### src/rtl/phy_lane_arbiter.sv
`default_nettype none
// phy_lane_arbiter: four per-lane byte FIFOs merged round-robin onto one registered stream.
// Rev 1.0
module phy_lane_arbiter #(
  parameter int                    DATA_WIDTH = 8,
  parameter int                    FIFO_DEPTH = 4,
  parameter logic [DATA_WIDTH-1:0] IDLE_BYTE  = 'hBC
) (
  input  logic                  clk_4f,
  input  logic                  default_values,
  input  logic [DATA_WIDTH-1:0] data_in0,
  input  logic [DATA_WIDTH-1:0] data_in1,
  input  logic [DATA_WIDTH-1:0] data_in2,
  input  logic [DATA_WIDTH-1:0] data_in3,
  input  logic                  valid_in0,
  input  logic                  valid_in1,
  input  logic                  valid_in2,
  input  logic                  valid_in3,
  input  logic                  ready,
  output logic [DATA_WIDTH-1:0] data_out,
  output logic                  valid_out,
  output logic [1:0]            grant,
  output logic [3:0]            full,
  output logic [3:0]            overflow
);

  localparam int c_NL = 4;
  localparam int c_AW = $clog2(FIFO_DEPTH);
  localparam int c_CW = c_AW + 1;

  logic [DATA_WIDTH-1:0] w_din       [c_NL];
  logic [DATA_WIDTH-1:0] w_head_data [c_NL];
  logic [c_NL-1:0]       w_vin;
  logic [c_NL-1:0]       w_full;
  logic [c_NL-1:0]       w_nonempty;
  logic [c_NL-1:0]       w_push;
  logic [c_NL-1:0]       w_drop;
  logic [c_NL-1:0]       w_pop;
  logic [1:0]            w_sel;
  logic                  w_any;
  logic                  w_take;
  logic [1:0]            r_rr;

  assign w_din[0] = data_in0;
  assign w_din[1] = data_in1;
  assign w_din[2] = data_in2;
  assign w_din[3] = data_in3;
  assign w_vin    = {valid_in3, valid_in2, valid_in1, valid_in0};

  generate
    for (genvar n = 0; n < c_NL; n++) begin : g_lane
      logic [DATA_WIDTH-1:0] r_mem [FIFO_DEPTH];
      logic [c_AW-1:0]       r_head;
      logic [c_AW-1:0]       r_tail;
      logic [c_CW-1:0]       r_count;

      // Full is judged on the pre-edge count, so a same-cycle pop never makes room.
      assign w_full[n]      = (r_count == c_CW'(FIFO_DEPTH));
      assign w_nonempty[n]  = (r_count != '0);
      assign w_head_data[n] = r_mem[r_head];
      assign w_push[n]      = w_vin[n] & ~w_full[n];
      assign w_drop[n]      = w_vin[n] &  w_full[n];

      always_ff @(posedge clk_4f) begin
        if (!default_values) begin
          r_head  <= '0;
          r_tail  <= '0;
          r_count <= '0;
        end else begin
          if (w_push[n]) begin
            r_mem[r_tail] <= w_din[n];
            r_tail        <= r_tail + c_AW'(1);
          end
          if (w_pop[n]) begin
            r_head <= r_head + c_AW'(1);
          end
          case ({w_push[n], w_pop[n]})
            2'b10:   r_count <= r_count + c_CW'(1);
            2'b01:   r_count <= r_count - c_CW'(1);
            default: r_count <= r_count;
          endcase
        end
      end
    end
  endgenerate

  // Scan from the far end back toward r_rr so the nearest non-empty lane wins.
  always_comb begin
    w_any = 1'b0;
    w_sel = r_rr;
    for (int i = c_NL - 1; i >= 0; i--) begin
      if (w_nonempty[r_rr + 2'(i)]) begin
        w_any = 1'b1;
        w_sel = r_rr + 2'(i);
      end
    end
  end

  assign w_take = ready & w_any;
  assign w_pop  = w_take ? (4'b0001 << w_sel) : 4'b0000;
  assign full   = w_full;

  always_ff @(posedge clk_4f) begin
    if (!default_values) begin
      data_out  <= IDLE_BYTE;
      valid_out <= 1'b0;
      grant     <= 2'd0;
      r_rr      <= 2'd0;
      overflow  <= 4'b0000;
    end else begin
      overflow <= overflow | w_drop;
      if (w_take) begin
        data_out  <= w_head_data[w_sel];
        valid_out <= 1'b1;
        grant     <= w_sel;
        r_rr      <= w_sel + 2'd1;
      end else begin
        data_out  <= IDLE_BYTE;
        valid_out <= 1'b0;
      end
    end
  end

endmodule
`default_nettype wire

### config.mk
export PLATFORM = sky130hd
export DESIGN_NAME = phy_lane_arbiter
export DESIGN_NICKNAME = d
export VERILOG_FILES = /design/src/rtl/phy_lane_arbiter.sv
export SDC_FILE = /design/constraint.sdc
export NUM_CORES = 1
export LEC_CHECK = 0
export CAP_MARGIN = 20
export CORE_UTILIZATION = 51
export DETAILED_ROUTE_END_ITERATION = 8
export GPL_ROUTABILITY_DRIVEN = 0
export PLACE_DENSITY = 0.75
export SLEW_MARGIN = 20
export SYNTH_ARGS = -nofsm -noshare
export SYNTH_HDL_FRONTEND = slang
export SYNTH_SLANG_ARGS = --single-unit
### constraint.sdc
create_clock -name clk_4f -period 5.3 [get_ports clk_4f]
set_input_delay 1.06 -clock clk_4f [delete_from_list [all_inputs] [get_ports clk_4f]]
set_output_delay 1.06 -clock clk_4f [all_outputs]
set_load 0.02 [all_outputs]
==> impl_metrics.ini <==
[die]
die_w_um = 123
die_height_um = 123
io-pin-count = 58
initial_core_util = 0.529
core-area_um2 = 14000
rows = 43
die-area_um2 = 15000

[setup_path]
rr_endpoint = g_lane[2].r_count[2]
reg2reg_depth = 10
end_kind = flip-flop
r2r-start = r_rr[1]
cp.arrival_ns = 3.63
criticalPathCategory = reg2reg
cp.required_ns = 5.64
start_kind = flip-flop
crit_fanout = 10
rrSetupSlack_ns = 2.02

[global_routing]
grtUsageTotal = 0.194
antenna_found_initial = 0
grt_pass1_wl_um = 21100
gr-total-overflow = 0
grt_max_degree = 39
grt_pass1_vias = 4071

[synthesis]
syn_area_um2 = 7420
synth_ff_type = edfxtp_1
synth_xor_area_frac = 0.0177
syn_nets = 532
muxShareOfSynthArea = 0.121
synth-simple-area-share = 0.0846
synthCells = 469
synth-seq-cells = 181
avgSynthCellArea_um2 = 15.8
synth_compound_gate_area_share = 0.0445
synthArstFlopShare = 0
yosysUniqueCellTypes = 47
synth-edff-count = 128
yosys_warnings = 0
synthAdderAreaFrac = 0.0445
synth_top_family_by_area = multiplexers
ys_seq_area_frac = 0.661

[layout]
nFillCells = 1007
nNetsFinal = 590
layout_common_cells = edfxtp_1 (128), clkdlybuf4s50_1 (57), dfxtp_1 (53)
instances_no_fill = 720
final_common_cell = edfxtp_1
diodes = 0
utilization = 0.625
drive_above_1_share = 0.135
area_growth_pct = 18.2

[timing]
setup_slack_ns = 2.02
skew_ns = 0.0146
setup_violations = 0
timing.final.hold_violations = 0
fin_setup_tns_ns = 0
finalCritPeriodShare = 0.620
fin_crit_ns = 3.28
fmax_mhz = 304
worst_pin_slew_ns = 0.637
rsz0062_at_grt = false
final_max_slew_viol_count = 0
max_slew_margin = 0.574

[clock_network]
clk_pin_slew_ns = 0.07
post_cts_resized = 0
htreeDepth = 4
cts.sinks = 181
post-cts-setup-buffers = 0
postCtsHoldBufs = 0
root_buffer = clkbuf_16
cts_tree = done
clk_latency_ns = 0.43
cts.path.max_buffers = 2
numCtsBuffers = 17

[outcome]
outcome = completed

[drt]
firstDrtPassIters = 4
via_per_inst = 5.47
route.detailed.drc = 0
vias = 3935
wl_per_cell_um = 18.5
drt.antenna.violating_nets = 0
wirelength_um = 13300
dr.first_iter.drc_count = 182

[pwr]
leakage_nw = 3.04
ir_drop_uv = 277
total_power_mw = 4.57
powerDensity_nw_per_um2 = 521

[run]
cap_violations = 0

[placement]
place_inst = 688
dp_hpwl_um = 8900
io_buffers = 57
dp_slack_ns = 1.60

[worst_hold_path]
min_to = g_lane[1].r_head[0]
holdCritPathClass = reg2reg
hold_depth = 2
min_from = g_lane[1].r_head[0]
-- registers in the layout (all words and copies together), names as in the netlist, named ones only --
register,count
valid_out,1
g_lane.r_count,12
g_lane.r_head,8
grant,2
g_lane.r_mem,128
overflow,4
data_out,8
g_lane.r_tail,8
r_rr,2
-- synth_stat cells, types with 2 or more instances --
master | count | area [um^2]
nor2b_1 | 13 | 81.3
or2_2 | 2 | 12.5
a21oi_1 | 10 | 50.1
edfxtp_1 | 128 | 3840
dfxtp_1 | 53 | 1060
ha_1 | 20 | 250
and3_1 | 22 | 138
or3_1 | 6 | 37.5
xor2_1 | 7 | 61.3
and2_1 | 16 | 100
o21a_1 | 3 | 22.5
fa_1 | 4 | 80.1
buf_1 | 8 | 30.0
nor3_4 | 2 | 32.5
nor2_1 | 7 | 26.3
nor3_1 | 2 | 10.0
o21ai_0 | 14 | 70.1
mux4_2 | 32 | 721
nand2_1 | 15 | 56.3
mux2i_1 | 18 | 180
a21boi_0 | 7 | 52.6
o22ai_1 | 6 | 37.5
xnor2_1 | 8 | 70.1
nand2b_1 | 2 | 12.5
clkbuf_1 | 9 | 33.8
or4b_1 | 2 | 20.0
inv_1 | 29 | 109
a22oi_1 | 5 | 37.5
-- metal layers --
| metal | vias to the layer above | global-route usage | wire length (um) |
|---|---|---|---|
| li1 | 1875 | - | - |
| met1 | 1979 | 0.255 | 5930 |
| met2 | 64 | 0.313 | 6660 |
| met5 | - | 0 | 0 |
| met3 | 17 | 0.0520 | 511 |
| met4 | 0 | 0.0701 | 193 |
-- power breakdown --
group / total (mW) / internal, mW / leakage [nW] / switching (mW)
sequential: 1.85 / 1.68 / 1.60 / 0.166
combinational: 1.40 / 0.649 / 1.15 / 0.747
clock: 1.32 / 0.792 / 0.300 / 0.528
total: 4.57 / 3.13 / 3.04 / 1.44
-- layout make-up --
type                    count  area, um^2  share of cell area
repair buffers             59         586              0.0668
inverters                  29         109              0.0124
clock buffers              17         425              0.0485
flip-flops and latches    181        4900               0.559
well taps                 180         225              0.0257
multi-input cells         239        2320               0.265
clock inverters            15         200              0.0228
-- cells by family (layout without fill, tap and decap cells) --
group                      count (synthesis)  count (layout)
DFF                                      181             181
muxes                                     50              50
and+or+nand+nor                           98              98
AOI/OAI and AO/OA                         52              52
xor gates and xnor gates                  15              15
adders and majority gates                 24              24
buffers and inverters                     49             120
-- critical path: stages (launching register included) --
cell,delay [ns]
dfxtp_1,0.47
or4b_1,0.46
o32ai_1,0.13
a211o_1,0.42
nor4b_4,0.37
ha_1,0.24
inv_1,0.06
fa_1,0.38
xor2_1,0.17
or3_1,0.31
a21boi_0,0.19
-- how the worst max path moves through the flow --
stage                                    start  slack [ns]  depth (start not counted)              endpoint
after floorplan                          ready        2.32                          9  g_lane[2].r_count[2]
final                                  r_rr[1]        2.02                         10  g_lane[2].r_count[2]
after CTS                 g_lane[1].r_count[2]        1.98                         10  g_lane[2].r_count[2]
after global routing                   r_rr[1]        1.74                         10  g_lane[2].r_count[2]
after global placement                   ready        1.73                         10  g_lane[2].r_count[2]
after detailed placement                 ready        1.60                         10  g_lane[2].r_count[2]
-- through the flow --
step | instance area, um^2 | hold WS [ns]
floorplan | 7420 | 0.445
global placement | 8150 | 0.457
detailed placement | 8150 | 0.479
CTS | 8770 | 0.488
global route | 8770 | 0.510
finish | 8770 | 0.488
Note: power is estimated with default switching activity, not from simulation.
